**src/rtl/pipe_addsub_pkg.sv**
```systemverilog
// Shared types and legal parameter ranges for the pipe_addsub add/subtract pipeline.
package pipe_addsub_pkg;

  typedef enum logic {
    OP_ADD = 1'b0,
    OP_SUB = 1'b1
  } op_e;

  localparam int WIDTH_MIN  = 4;
  localparam int WIDTH_MAX  = 64;
  localparam int STAGES_MIN = 1;
  localparam int STAGES_MAX = 4;

endpackage

```
**src/rtl/pipe_addsub_stage.sv**
```systemverilog
// One pipeline register: data + valid, advancing on adv_i and holding otherwise.
module pipe_addsub_stage #(
  parameter int DW = 10
) (
  input  logic          clk,
  input  logic          reset,
  input  logic          adv_i,
  input  logic          vld_i,
  input  logic [DW-1:0] dat_i,
  output logic          vld_o,
  output logic [DW-1:0] dat_o
);

  logic          vld_q;
  logic [DW-1:0] dat_q;

  // Data only loads on a real operation so bubbles leave the last result in place.
  always_ff @(posedge clk or posedge reset) begin
    if (reset) begin
      vld_q <= 1'b0;
      dat_q <= '0;
    end else if (adv_i) begin
      vld_q <= vld_i;
      if (vld_i) dat_q <= dat_i;
    end
  end

  assign vld_o = vld_q;
  assign dat_o = dat_q;

endmodule

```
**src/rtl/pipe_addsub.sv**
```systemverilog
// Pipelined unsigned add/subtract with carry/borrow and signed overflow flag.
// Define PIPE_ADDSUB_SATURATE_EN to clamp the low WIDTH result bits on signed overflow.
module pipe_addsub
  import pipe_addsub_pkg::*;
#(
  parameter int WIDTH  = 8,
  parameter int STAGES = 2
) (
  input  logic             clk,
  input  logic             reset,
  input  logic             in_valid,
  output logic             in_ready,
  input  logic             in_op,
  input  logic [WIDTH-1:0] in1,
  input  logic [WIDTH-1:0] in2,
  output logic             out_valid,
  input  logic             out_ready,
  output logic [WIDTH:0]   out,
  output logic             out_ovf
);

  localparam int DW = WIDTH + 2;

  op_e                     op;
  logic [WIDTH:0]          raw;
  logic                    sa, sb, sr, ovf;
  logic [WIDTH-1:0]        lo;
  logic [DW-1:0]           res_d;
  logic                    stall, adv;
  logic                    s1_vld_q;
  logic [DW-1:0]           s1_dat_q;
  logic [STAGES:0]         vld_pipe;
  logic [STAGES:0][DW-1:0] dat_pipe;

  // Stage-1 arithmetic; the WIDTH+1-bit unsigned difference carries the borrow in its MSB.
  assign op  = op_e'(in_op);
  assign raw = (op == OP_SUB) ? ({1'b0, in1} - {1'b0, in2}) : ({1'b0, in1} + {1'b0, in2});
  assign sa  = in1[WIDTH-1];
  assign sb  = in2[WIDTH-1];
  assign sr  = raw[WIDTH-1];
  assign ovf = (op == OP_SUB) ? ((sa != sb) && (sr != sa)) : ((sa == sb) && (sr != sa));

`ifdef PIPE_ADDSUB_SATURATE_EN
  // On overflow the true result always has in1's sign.
  assign lo = !ovf ? raw[WIDTH-1:0]
            : sa   ? {1'b1, {(WIDTH-1){1'b0}}}
            :        {1'b0, {(WIDTH-1){1'b1}}};
`else
  assign lo = raw[WIDTH-1:0];
`endif

  assign res_d = {ovf, raw[WIDTH], lo};

  assign stall    = out_valid && !out_ready;
  assign adv      = !stall;
  assign in_ready = adv;

  assign vld_pipe[0] = in_valid;
  assign dat_pipe[0] = res_d;

  always_ff @(posedge clk or posedge reset) begin
    if (reset) begin
      s1_vld_q <= 1'b0;
      s1_dat_q <= '0;
    end else if (adv) begin
      s1_vld_q <= vld_pipe[0];
      if (vld_pipe[0]) s1_dat_q <= dat_pipe[0];
    end
  end

  assign vld_pipe[1] = s1_vld_q;
  assign dat_pipe[1] = s1_dat_q;

  for (genvar s = 2; s <= STAGES; s++) begin : g_stage
    pipe_addsub_stage #(.DW(DW)) u_stage (
      .clk   (clk),
      .reset (reset),
      .adv_i (adv),
      .vld_i (vld_pipe[s-1]),
      .dat_i (dat_pipe[s-1]),
      .vld_o (vld_pipe[s]),
      .dat_o (dat_pipe[s])
    );
  end

  assign out_valid = vld_pipe[STAGES];
  assign out       = dat_pipe[STAGES][WIDTH:0];
  assign out_ovf   = dat_pipe[STAGES][WIDTH+1];

endmodule

```
**config.mk**
```make
export PLATFORM = sky130hd
export DESIGN_NAME = pipe_addsub
export DESIGN_NICKNAME = d
export VERILOG_FILES = /design/src/rtl/pipe_addsub_pkg.sv /design/src/rtl/pipe_addsub_stage.sv /design/src/rtl/pipe_addsub.sv
export SDC_FILE = /design/constraint.sdc
export NUM_CORES = 1
export LEC_CHECK = 0
export ABC_CLOCK_PERIOD_IN_PS = 1600
export CAP_MARGIN = 20
export CELL_PAD_IN_SITES_DETAIL_PLACEMENT = 1
export CELL_PAD_IN_SITES_GLOBAL_PLACEMENT = 1
export CORE_ASPECT_RATIO = 1.25
export CORE_MARGIN = 2
export CORE_UTILIZATION = 33
export CTS_BUF_LIST = sky130_fd_sc_hd__clkbuf_2
export CTS_CLUSTER_DIAMETER = 200
export DETAILED_ROUTE_END_ITERATION = 12
export HOLD_SLACK_MARGIN = 0.15
export PLACE_DENSITY = 0.75
export SKIP_LAST_GASP = 1
export SYNTH_ARGS = -nofsm -noshare
export SYNTH_HDL_FRONTEND = slang
export SYNTH_SLANG_ARGS = --single-unit
```
**constraint.sdc**
```tcl
create_clock -name clk -period 1.6 [get_ports clk]
set_input_delay 0.32 -clock clk [delete_from_list [all_inputs] [get_ports clk]]
set_output_delay 0.32 -clock clk [all_outputs]
set_load 0.1 [all_outputs]
```
# Yosys cells after proc, flatten, opt, wreduce, memory -nomap -nowiden
# Cells that the tools add are included.
# totals
latchBits	0
ramBits	0
elab_cells	19
inputBits	21
out_inout_bits	12
n_memories	0
ff_bits	22
mem_bits_ro	0
# op_classes
muxes	2
n_div	0
bitwise_logic	1
n_lt_le_gt_ge	0
shifts	0
n_mul	0
n_reduce_logical	7
eq_ne	3
add_sub_neg	2
# ops
op	count
$add A8 B8 Y9	1
$mux W9	1
$sub A8 B8 Y9	1
$reduce_and A2 Y1	2
$logic_and A1 B1 Y1	3
$logic_not A1 Y1	2
$ne A1 B1 Y1	2
$eq A1 B1 Y1	1
$mux W1	1
$not A1 Y1	1

# Depth between registers and ports, before layout
# depth
ltp_word	5
mapped_depth	12
depth_no_buf	12

# Cells and area by module
# A second synthesis with hierarchy kept.
# unflattened
hier_cells	131
area_unflattened_um2	1370.1
# modules_own_cells
mod	seq_area_each_um2	area_per_inst_um2	cells_each	n_inst
pipe_addsub	275.3	918.4	105	1
pipe_addsub_stage	275.3	451.7	26	1

# Worst setup path after synthesis
# Ideal clock, no wire load.
# synth_path
path_type	input to register
startpoint	in in2[0]
endpoint	reg s1_dat_q[9]
required_time_ns	1.513
setup_slack_ns	-0.701
setup_ns	0.087
cell_stages	11
t_arrival_ns	2.215
cell_sequence	inv_1 > ha_1 > nand2b_1 > nor4_1 > nor2_1 > xnor2_1 > ha_1 > a21o_1 > a22o_1 > or4_1 > o211ai_1
# synth_via
elab_chain_len	5
elab_cells_between_ends	7
cone_classes	2 x add/sub; 1 x eq/ne; 2 x mux; 2 x reduce/logical
# synth_lines
element	line	text
start: declaration	pipe_addsub.sv:15	input logic [WIDTH-1:0] in2,
$add A8 B8 Y9 / $sub A8 B8 Y9 (equally long branches)	pipe_addsub.sv:37	assign raw = (op == OP_SUB) ? ({1'b0, in1} - {1'b0, in2}) : ({1'b0, in1} + {1'b0, in2});
$mux W9 (*)	pipe_addsub.sv:37	
$ne A1 B1 Y1 (*)	pipe_addsub.sv:41	assign ovf = (op == OP_SUB) ? ((sa != sb) && (sr != sa)) : ((sa == sb) && (sr != sa));
$logic_and A1 B1 Y1	pipe_addsub.sv:41	
$mux W1 (*)	pipe_addsub.sv:41	
end signal: assignment	pipe_addsub.sv:67	if (vld_pipe[0]) s1_dat_q <= dat_pipe[0];
end: declaration	pipe_addsub.sv:31	logic [DW-1:0] s1_dat_q;
# Every way passes the cells marked *; elsewhere a longest branch is shown, timed or not.
# A chain may end at the register's enable or synchronous reset.

# Final worst setup path
# Same ends and word-level chain as after synthesis.

==> out/metrics.csv <==
stage;metric;value;unit
place;numPlacedInstances;244;
logic_synthesis;syn_area_per_cell;10.2;um^2
clocking;cts_max_path_buffers;2;
final_layout;final_cell_mix;buf_4, dfrtp_1, buf_12;
routing;antenna_left;0;
grt;grt_pass1_vias;1400;
sta;timing.clock.skew;0.0108;ns
grt;antenna_violations_before_repair;0;
setup_path;worst-endpoint-required;1.86;ns
logic_synthesis;post_synth_instance_area;1320;um^2
final_layout;proportion_of_layout_cells_with_a_drive_suffix_above_1;50.2;%
setup_path;crit_chain;buf_8 > inv_6 > ha_4 > nand2b_4 > buf_4 > nor4_4 > nor2_2 > xnor2_1 > ha_1 > a21o_1 > a22o_1 > or4_1 > o211ai_1;
setup_path;crit_path_start_kind;primary input;
logic_synthesis;postSynthCellCount;129;
clocking;clk_transition_reported_paths;0.19;ns
sta;min_period;2.25;ns
setup_path;critPathCaptureType;register;
logic_synthesis;yosysWarnings;0;
pwr;power.density_cell_area;1450;nW/um^2
sta;post-route-worst-setup-slack;-0.653;ns
grt;grt_remaining_overflow;0;
min_path;hp-class;primary input to async pin;
clocking;cts_buffers;3;
place;dp_hpwl;2840;um
final_layout;layout_commonest_cell;buf_4;
logic_synthesis;synthesis.nets;160;
grt;globalRouteTotalUtil;18.5;%
sta;worst-slew-pin-transition;0.394;ns
routing;detail_route.drc_violations;0;
logic_synthesis;synth_cell_types;29;
final_layout;synthToLayoutAreaGrowth;78.9;%
die;core;3820;um^2
setup_path;worst-setup-path-type;primary input to register;
setup_path;cp_data_arrival_time;2.51;ns
final_layout;antennaDiodeCount;0;
routing;wl_per_cell;15.1;um
grt;global_route_wire_length_before_repair;6220;um
final_layout;instances_no_fill;261;
setup_path;worst-path-max-fanout;3;
clocking;ctsHtreeMaxLevel;1;
sta;slew_violations;0;
clocking;tritoncts_num_sinks;22;
pwr;p_leak;1.10;nW
sta;max_freq;0.444;GHz
logic_synthesis;postSynthRegisterBits;22;
clocking;clock_tree_from_tritoncts;done;
die;fp.dieArea;4510;um^2
final_layout;utilization;61.7;%
place;place_congestion;0.675;
sta;timing.final.crit_share;141;%
logic_synthesis;seq_area_frac_synth;41.8;%
sta;hold_viol;0;
setup_path;slowest_stage;or4_1;
sta;maxSlewHeadroom;73.5;%
run_status;failed_checks;negative setup slack;
clocking;cts_hold_buffers;0;
die;start_util;34.5;%
sta;timing.final.setup_violations;6;
pwr;overall_power_consumption;3.43;mW
final_layout;final_layout_net_count;239;
place;port-buffer-count;32;
routing;viasPerCell;4.84;
sta;grt_setup_unrepaired;yes;
pwr;vdd.ir_drop.worst;0.444;mV
run;max-cap-violations;0;
routing;finalWirelength;3950;um
die;chipHeight;74.6;um
clocking;clock_latency;0.32;ns
routing;firstDrtPassIters;3;
setup_path;slowest_delay;0.41;ns
routing;route.vias.total;1263;
die;fp-row-count;25;
grt;grt_start_max_net_pins;23;
clocking;cts_root_buf;clkbuf_2;
die;count_of_pins_on_the_block_boundary;33;
run_status;run_status;finished with violations;
routing;initial_drc_count;18;
die;floorplan.die.width;60.5;um
path summary, 6_finish.rpt:
path	start	end	slack, ns	cells after the start
setup / recovery	in2[0]	s1_dat_q[9]$_DFFE_PP0P_	-0.65	13
hold / removal	reset	g_stage[2].u_stage.dat_o[5]$_DFFE_PP0P_	0.33	3
setup reg to reg	g_stage[2].u_stage.vld_o$_DFFE_PP0N_	s1_dat_q[9]$_DFFE_PP0P_	-0.11	5
hold reg to reg	s1_dat_q[5]$_DFFE_PP0P_	s1_dat_q[5]$_DFFE_PP0P_	0.51	2
max in group asynchronous	reset	g_stage[2].u_stage.vld_o$_DFFE_PP0N_	1.04	3
min in group clk	in1[0]	s1_dat_q[0]$_DFFE_PP0P_	0.42	4
final cells by class:
type | count | area, um^2
clock buffers | 3 | 15.0
clock inverters | 1 | 3.75
fillers | 426 | 1460
inverters | 6 | 40.0
multi-input cells | 98 | 863
flip-flops and latches | 22 | 554
well taps | 54 | 67.6
repair buffers | 77 | 811
routing by layer:
metal,part of all wire [%],track usage (%),vias up
met1,34,18.6,616
met4,2.7,9.18,0
met2,61,37.3,32
met5,0,0,-
li1,-,-,606
met3,2.0,0.859,9
where the power goes:
group	internal, mW	leakage, nW	switching [mW]
clock	0.0543	0.0140	0.157
combinational	0.933	0.815	1.35
sequential	0.759	0.268	0.178
worst max-delay path, delay by kind of cell:
kind                       cells  cell delay (ns)
xor gates and xnor gates       1             0.20
buffers and inverters          3             0.28
and+or+nand+nor                4             0.73
AOI/OAI and AO/OA              3             0.52
adders and majority gates      2             0.45
Yosys cell counts (all sizes together):
library cell | instances | area [um^2]
mux2 | 12 | 135
nor2 | 10 | 37.5
inv | 6 | 22.5
a22o | 1 | 8.76
xor2 | 5 | 43.8
clkbuf | 1 | 3.75
o211ai | 2 | 20.0
xnor2 | 8 | 70.1
a21o | 3 | 22.5
fa | 1 | 20.0
nand4 | 1 | 6.26
o2111a | 1 | 11.3
nand2b | 4 | 25.0
nor4 | 3 | 18.8
or4 | 1 | 7.51
o21a | 1 | 7.51
nand2 | 13 | 56.3
buf | 2 | 12.5
a21oi | 8 | 40.0
ha | 9 | 113
o21ai | 10 | 50.1
o31ai | 1 | 7.51
or3 | 1 | 6.26
mux2i | 1 | 10.0
nor3 | 2 | 10.0
dfrtp | 22 | 551
cells by family after synthesis:
kind of cell,synth area share (%)
fa+ha+maj,10.1
simple gates,12.7
compound gates,12.7
mux,11.0
xor+xnor,8.65
flops,41.8
buf+inv,2.95
flip-flops by register name, indices dropped and copies added, names as in the netlist:
register / cells
g_stage.u_stage.dat_o: 10
s1_dat_q: 10
g_stage.u_stage.vld_o: 1
s1_vld_q: 1
what timing repair did:
item	4_1_cts	5_1_grt
setup endpoints to repair	10	8
pin swaps	27	13
setup buffers	11	2
resized for setup	46	21
per-stage QoR:
step | TNS (ns) | setup slack [ns] | cell area (um^2) | hold slack [ns]
2_1_floorplan | -2.12 | -0.683 | 1390 | 0.309
3_3_place_gp | -10.91 | -1.36 | 2120 | 0.464
3_5_place_dp | -12.18 | -1.51 | 2120 | 0.476
4_1_cts | -2.07 | -0.513 | 2300 | 0.323
5_1_grt | -2.85 | -0.695 | 2350 | 0.336
6_report | -2.55 | -0.653 | 2350 | 0.326
No activity file was read; power rests on OpenSTA's default activity.
